**config.mk**
```make
export PLATFORM = sky130hd
export DESIGN_NAME = t9990_blit_pixrd
export DESIGN_NICKNAME = d
export VERILOG_FILES = /design/src/rtl/t9990_blit_pixrd.sv
export SDC_FILE = /design/constraint.sdc
export NUM_CORES = 1
export LEC_CHECK = 0
export BUFFER_PORTS_ARGS = -buffer_cell sky130_fd_sc_hd__buf_2
export CAP_MARGIN = 0
export CORE_MARGIN = 2
export CORE_UTILIZATION = 54
export CTS_CLUSTER_SIZE = 24
export DETAILED_ROUTE_END_ITERATION = 12
export GPL_TIMING_DRIVEN = 0
export PLACE_DENSITY_LB_ADDON = 0.3
export SLEW_MARGIN = 20
export SYNTH_ARGS = -nofsm -noshare
export SYNTH_HDL_FRONTEND = slang
export SYNTH_SLANG_ARGS = --single-unit
```
**constraint.sdc**
```tcl
create_clock -name clk_i -period 5.19 [get_ports clk_i]
set_clock_uncertainty 0.05 [all_clocks]
set_input_delay 0 -clock clk_i [delete_from_list [all_inputs] [get_ports clk_i]]
set_output_delay 0 -clock clk_i [all_outputs]
set_load 0.05 [all_outputs]
```
**src/rtl/t9990_blit_pixrd.sv**
```systemverilog
// Blitter pixel reader: maps (X,Y,mode) to a VRAM word, fetches or reuses a one-word cache, extracts the pixel.
// Latency: hit -> PIX_VALID two cycles after REQ; miss -> PIX_VALID one cycle after MEM_ACK.
// Backpressure: READY is high only in IDLE; REQ while busy is dropped; MEM_REQ is held until MEM_ACK.
module t9990_blit_pixrd (
  input  logic        clk_i,
  input  logic        reset_i,
  input  logic        req_i,
  input  logic [10:0] x_i,
  input  logic [11:0] y_i,
  input  logic [1:0]  clrm_i,
  input  logic [1:0]  ximm_i,
  input  logic        p1_i,
  input  logic        invalidate_i,
  output logic        ready_o,
  output logic        mem_req_o,
  output logic [18:0] mem_addr_o,
  input  logic        mem_ack_i,
  input  logic [31:0] mem_rdata_i,
  output logic        pix_valid_o,
  output logic [15:0] pix_o
);

  // Colour mode and image width encodings.
  localparam logic [1:0] CLRM_2BPP  = 2'd0;
  localparam logic [1:0] CLRM_4BPP  = 2'd1;
  localparam logic [1:0] CLRM_8BPP  = 2'd2;
  localparam logic [1:0] CLRM_16BPP = 2'd3;

  localparam logic [1:0] XIMM_256   = 2'd0;
  localparam logic [1:0] XIMM_512   = 2'd1;
  localparam logic [1:0] XIMM_1024  = 2'd2;
  localparam logic [1:0] XIMM_2048  = 2'd3;

  typedef enum logic [1:0] {
    S_IDLE  = 2'd0,
    S_CALC  = 2'd1,
    S_FETCH = 2'd2,
    S_OUT   = 2'd3
  } state_t;

  state_t      state_q, state_d;

  // Request parameters captured when the request is accepted.
  logic [10:0] x_q;
  logic [11:0] y_q;
  logic [1:0]  clrm_q;
  logic [1:0]  ximm_q;
  logic        p1_q;

  logic [18:0] addr_q;
  logic        valid_q;
  logic [18:0] tag_q;
  logic [31:0] word_q;
  logic [15:0] pix_q;

  logic        accept;
  logic        hit;
  logic        load_pix;

  logic [10:0] x_mask;
  logic [3:0]  row_shift;
  logic [18:0] row_base;
  logic [18:0] x_byte;
  logic [18:0] byte_addr;
  logic [18:0] norm_addr;
  logic [18:0] p1_addr;
  logic [18:0] calc_addr;

  logic [31:0] src_word;
  logic [7:0]  sel_byte;
  logic [15:0] pix_ext;

  assign mem_addr_o = addr_q;
  assign pix_o      = pix_q;
  assign accept     = (state_q == S_IDLE) && req_i;

  // Word address: row stride is width*bpp/8 bytes, so the row offset is a left shift
  // by log2(width)+log2(bpp)-3; X beyond the image width wraps into the row.
  always_comb begin
    x_mask = x_q;
    case (ximm_q)
      XIMM_256:  x_mask = {3'd0, x_q[7:0]};
      XIMM_512:  x_mask = {2'd0, x_q[8:0]};
      XIMM_1024: x_mask = {1'd0, x_q[9:0]};
      XIMM_2048: x_mask = x_q;
      default:   x_mask = x_q;
    endcase
    row_shift = 4'd6 + {2'd0, ximm_q} + {2'd0, clrm_q};
    row_base  = {7'd0, y_q} << row_shift;
    x_byte    = ({8'd0, x_mask} << clrm_q) >> 2;
    byte_addr = row_base + x_byte;
    norm_addr = byte_addr & ~19'd3;
    p1_addr   = {x_q[9] ^ y_q[11], y_q[10:0], x_q[7:3], 2'b00};
    calc_addr = p1_q ? p1_addr : norm_addr;
  end

  assign hit = valid_q && (tag_q == calc_addr);

  // Pixel extraction from the word arriving from memory (miss) or from the cache (hit).
  always_comb begin
    src_word = (state_q == S_FETCH) ? mem_rdata_i : word_q;
    sel_byte = 8'd0;
    pix_ext  = 16'd0;
    if (p1_q || (clrm_q == CLRM_4BPP)) begin
      sel_byte = src_word[{x_q[2:1], 3'b000} +: 8];
      pix_ext  = {12'd0, x_q[0] ? sel_byte[3:0] : sel_byte[7:4]};
    end else begin
      case (clrm_q)
        CLRM_2BPP: begin
          // Leftmost pixel sits in the top bits of the byte.
          sel_byte = src_word[{x_q[3:2], 3'b000} +: 8];
          pix_ext  = {14'd0, sel_byte[{~x_q[1:0], 1'b0} +: 2]};
        end
        CLRM_8BPP: begin
          sel_byte = src_word[{x_q[1:0], 3'b000} +: 8];
          pix_ext  = {8'd0, sel_byte};
        end
        CLRM_16BPP: pix_ext = x_q[0] ? src_word[31:16] : src_word[15:0];
        default:    pix_ext = 16'd0;
      endcase
    end
  end

  // State register.
  always_ff @(posedge clk_i or posedge reset_i) begin
    if (reset_i) state_q <= S_IDLE;
    else         state_q <= state_d;
  end

  // Next-state and handshake outputs.
  always_comb begin
    state_d     = state_q;
    ready_o     = 1'b0;
    mem_req_o   = 1'b0;
    pix_valid_o = 1'b0;
    load_pix    = 1'b0;
    case (state_q)
      S_IDLE: begin
        ready_o = 1'b1;
        if (req_i) state_d = S_CALC;
      end
      S_CALC: begin
        if (hit) begin
          load_pix = 1'b1;
          state_d  = S_OUT;
        end else begin
          state_d  = S_FETCH;
        end
      end
      S_FETCH: begin
        mem_req_o = 1'b1;
        if (mem_ack_i) begin
          load_pix = 1'b1;
          state_d  = S_OUT;
        end
      end
      S_OUT: begin
        pix_valid_o = 1'b1;
        state_d     = S_IDLE;
      end
      default: state_d = S_IDLE;
    endcase
  end

  // Request capture, address register and pixel output register.
  always_ff @(posedge clk_i or posedge reset_i) begin
    if (reset_i) begin
      x_q    <= 11'd0;
      y_q    <= 12'd0;
      clrm_q <= 2'd0;
      ximm_q <= 2'd0;
      p1_q   <= 1'b0;
      addr_q <= 19'd0;
      pix_q  <= 16'd0;
    end else begin
      if (accept) begin
        x_q    <= x_i;
        y_q    <= y_i;
        clrm_q <= clrm_i;
        ximm_q <= ximm_i;
        p1_q   <= p1_i;
      end
      if (state_q == S_CALC) addr_q <= calc_addr;
      if (load_pix)          pix_q  <= pix_ext;
    end
  end

  // One-word cache; an invalidate always wins over a fill landing on the same edge.
  always_ff @(posedge clk_i or posedge reset_i) begin
    if (reset_i) begin
      valid_q <= 1'b0;
      tag_q   <= 19'd0;
      word_q  <= 32'd0;
    end else begin
      if ((state_q == S_FETCH) && mem_ack_i) begin
        word_q <= mem_rdata_i;
        tag_q  <= addr_q;
      end
      if (invalidate_i)                           valid_q <= 1'b0;
      else if ((state_q == S_FETCH) && mem_ack_i) valid_q <= 1'b1;
    end
  end

endmodule

```
==> results.json <==
{
  "status": "complete, no violations",
  "synthCells": 911,
  "critical_path.startpoint": "clrm_q[1]",
  "yosysUniqueCellTypes": 75,
  "fmax_mhz": 195,
  "finalCritPeriodShare_pct": 98.9,
  "grt_pass1_wl_um": 43800,
  "crit_end": "pix_o[7]",
  "finalInstanceArea_um2": 11300,
  "start_kind": "flop",
  "synth_xor_area_share_pct": 2.65,
  "required_ns": 5.43,
  "nets": 1193,
  "fp.dieW_um": 131,
  "hold_viol": 0,
  "grt_max_degree": 67,
  "gp_congestion": 0.974,
  "synth_flop_cell": "dfrtp_1",
  "cp.arrival_ns": 5.37,
  "synth-adder-area-share_pct": 2.73,
  "clock_sinks": 113,
  "antenna_cells": 0,
  "r2r_end": "pix_o[7]",
  "cts_buffers": 17,
  "ys_seq_elements": 113,
  "vias": 8435,
  "start_util_pct": 54.9,
  "synth-simple-area-share_pct": 14.6,
  "synth_top_family_by_area": "multiplexers",
  "synth_mux_area_share_pct": 23.9,
  "ant_nets": 0,
  "drc": 0,
  "hpwlAfterDp_um": 19600,
  "ctsRootBufferMaster": "clkbuf_16",
  "clk_latency_ns": 0.44,
  "reg2regPathDepth": 22,
  "critPathKind": "flop to flop",
  "final-setup-viol-count": 0,
  "dp_slack_ns": -1.00,
  "h-tree-depth": 4,
  "setup_ws_ns": 0.0555,
  "drt_iter0_drc": 776,
  "clockBufferDepth": 2,
  "max_slew_margin_pct": 41.3,
  "final_core_util_pct": 71.5,
  "die_h_um": 131,
  "synth_edf_count": 0,
  "port_buffers": 100,
  "yosys.area.top_type_share_pct": 32.5,
  "grt_usage_pct": 33.6,
  "maxCapViolCount": 0,
  "wl_um": 28400,
  "drive_above_1_share_pct": 31.6,
  "num_rows": 46,
  "slew_viol_final": 0,
  "drt_first_pass_iters": 6,
  "antenna_found_initial": 0,
  "wire_per_inst_um": 21.3,
  "crit_fanout": 10,
  "synth.avg_cell_area_um2": 9.55,
  "via_per_inst": 6.30,
  "fin_crit_ns": 5.13,
  "synth-compound-area-share_pct": 19.0,
  "syn_to_final_growth_pct": 30.1,
  "pin_count": 103,
  "die-area_um2": 17100,
  "place_area_um2": 9500,
  "syn_area_um2": 8700,
  "synthArstFlopShare_pct": 100,
  "cts_tree": "yes",
  "grt_remaining_overflow": 0,
  "grt_pass1_vias": 8357,
  "r2r_start": "clrm_q[1]",
  "yosysWarnings": 0,
  "yosysSeqAreaShare_pct": 32.5,
  "hold_class": "input port to flop",
  "endpoint_kind": "flop",
  "r2r_slack_ns": 0.06,
  "n_fill_cell": 1174,
  "core-area_um2": 15800,
  "path_clk_slew_ns": 0.06,
  "synthTopCellsByArea": "dfrtp_1 (33%), mux2_2 (14%), mux2i_1 (5.1%)",
  "yosysTopAreaCell": "dfrtp_1",
  "worst_slew_pin_slew_ns": 0.880
}
## logic make-up (layout without fill, tap and decap cells)
kind of cell    count (synthesis)  count (layout)
simple gates                  252             252
mux                           171             171
xor+xnor                       23              23
compound gates                239             239
flops                         113             113
fa+ha+maj                      19              19
buf+inv                        93             303
other cells                     1               2
## cell usage after synthesis (10+ instances only)
library cell,count
a21oi_1,42
a31oi_1,10
buf_2,10
dfrtp_1,113
a211oi_1,18
nor3_1,18
and2_1,35
o211ai_1,23
mux2_2,108
clkbuf_1,45
nor2_1,56
ha_1,19
mux4_2,17
nand3_1,32
inv_1,20
mux2i_1,44
o21ai_0,56
o22ai_1,13
a211o_1,15
nand2_1,65
xor2_1,11
## stage by stage
stage                     hold slack (ns)  instances  setup TNS, ns
after global placement              0.144       1228         -13.76
after CTS                         0.00246       1333              0
final                              0.0187       1338              0
after floorplan                    0.0164        912              0
after global routing               0.0447       1338         -0.121
after detailed placement           0.0102       1229         -15.83
## worst min-delay path by stage
stage                            start         end  slack, ns  cells past startpoint
after floorplan           invalidate_i     valid_q       0.02                      1
after global placement    invalidate_i     valid_q       0.14                      2
after detailed placement       reset_i  word_q[17]       0.01                      2
after CTS                    mem_ack_i  state_q[0]      0.002                      4
after global routing         mem_ack_i  state_q[0]       0.04                      4
final                        mem_ack_i  state_q[0]       0.02                      4
## layer usage
layer | track usage, % | part of all wire (%) | wire length, µm | up-vias
met5 | 0 | 0 | 0 | -
met4 | 16.3 | 4.2 | 1200 | 0
met3 | 6.76 | 6.9 | 1970 | 89
met2 | 57.4 | 50 | 14200 | 436
met1 | 40.5 | 39 | 11000 | 4119
li1 | - | - | - | 3791
## layout make-up
class / instances / area [µm²] / area share (%)
timing repair buffer: 185 / 1330 / 11.8
multi-input combinational: 706 / 5840 / 51.6
clock buffer: 22 / 474 / 4.19
clock inverter: 10 / 156 / 1.38
tap: 216 / 270 / 2.39
buffer: 63 / 313 / 2.77
inverter: 23 / 96.3 / 0.852
sequential: 113 / 2830 / 25.0
## sequential cells by signal, summed over array words and instances, names as in the netlist
name and cells:
clrm_q 2, mem_addr_o 17, p1_q 1, pix_o 16, state_q 2, tag_q 17, valid_q 1, word_q 32
x_q 11, ximm_q 2, y_q 12
## worst max-delay path, cell delays in order (launching register included)
cell,delay [ns]
dfrtp_2,0.40
clkinv_4,0.08
ha_4,0.26
inv_2,0.05
ha_4,0.28
buf_6,0.17
mux2i_2,0.28
mux2_2,0.20
o21ai_0,0.14
a22o_1,0.23
ha_1,0.37
o211ai_1,0.19
buf_4,0.19
o311ai_4,0.47
buf_4,0.22
nor3_1,0.05
a211oi_1,0.24
a21o_1,0.17
nand4_1,0.15
clkbuf_4,0.24
buf_2,0.20
o21ai_0,0.23
o211ai_1,0.13
## placed cells by master (no fill, tap or decap), types with 7 or more instances in the layout
cell and count:
buf_2 112, nor2_1 56, clkbuf_16 17, mux4_2 17
nand3_1 32, xor2_1 10, a21o_1 8, nand2_1 64
o22ai_1 13, nand2b_1 9, ha_4 9, mux2_2 107
buf_4 20, inv_1 16, a211oi_1 16, xnor2_1 9
and2_1 35, dfrtp_1 112, clkbuf_1 36, a21oi_1 37
o21ai_0 51, nor3_1 17, a221o_1 8, a222oi_1 8
ha_1 8, mux2i_1 41, a211o_1 15, a31oi_1 7
dlygate4sd3_1 64, o211ai_1 23
## what timing repair did
item / in CTS / in global routing
hold endpoints to repair: 116 / 0
pin swaps: 21 / 16
resized for setup: 38 / 52
gates cloned: 0 / 1
setup endpoints to repair: 19 / 17
hold buffers: 64 / 0
buffers inserted: 13 / 6
Power is not shown: default switching activity piles up to over one toggle a cycle in this logic, so the estimate is an artifact.
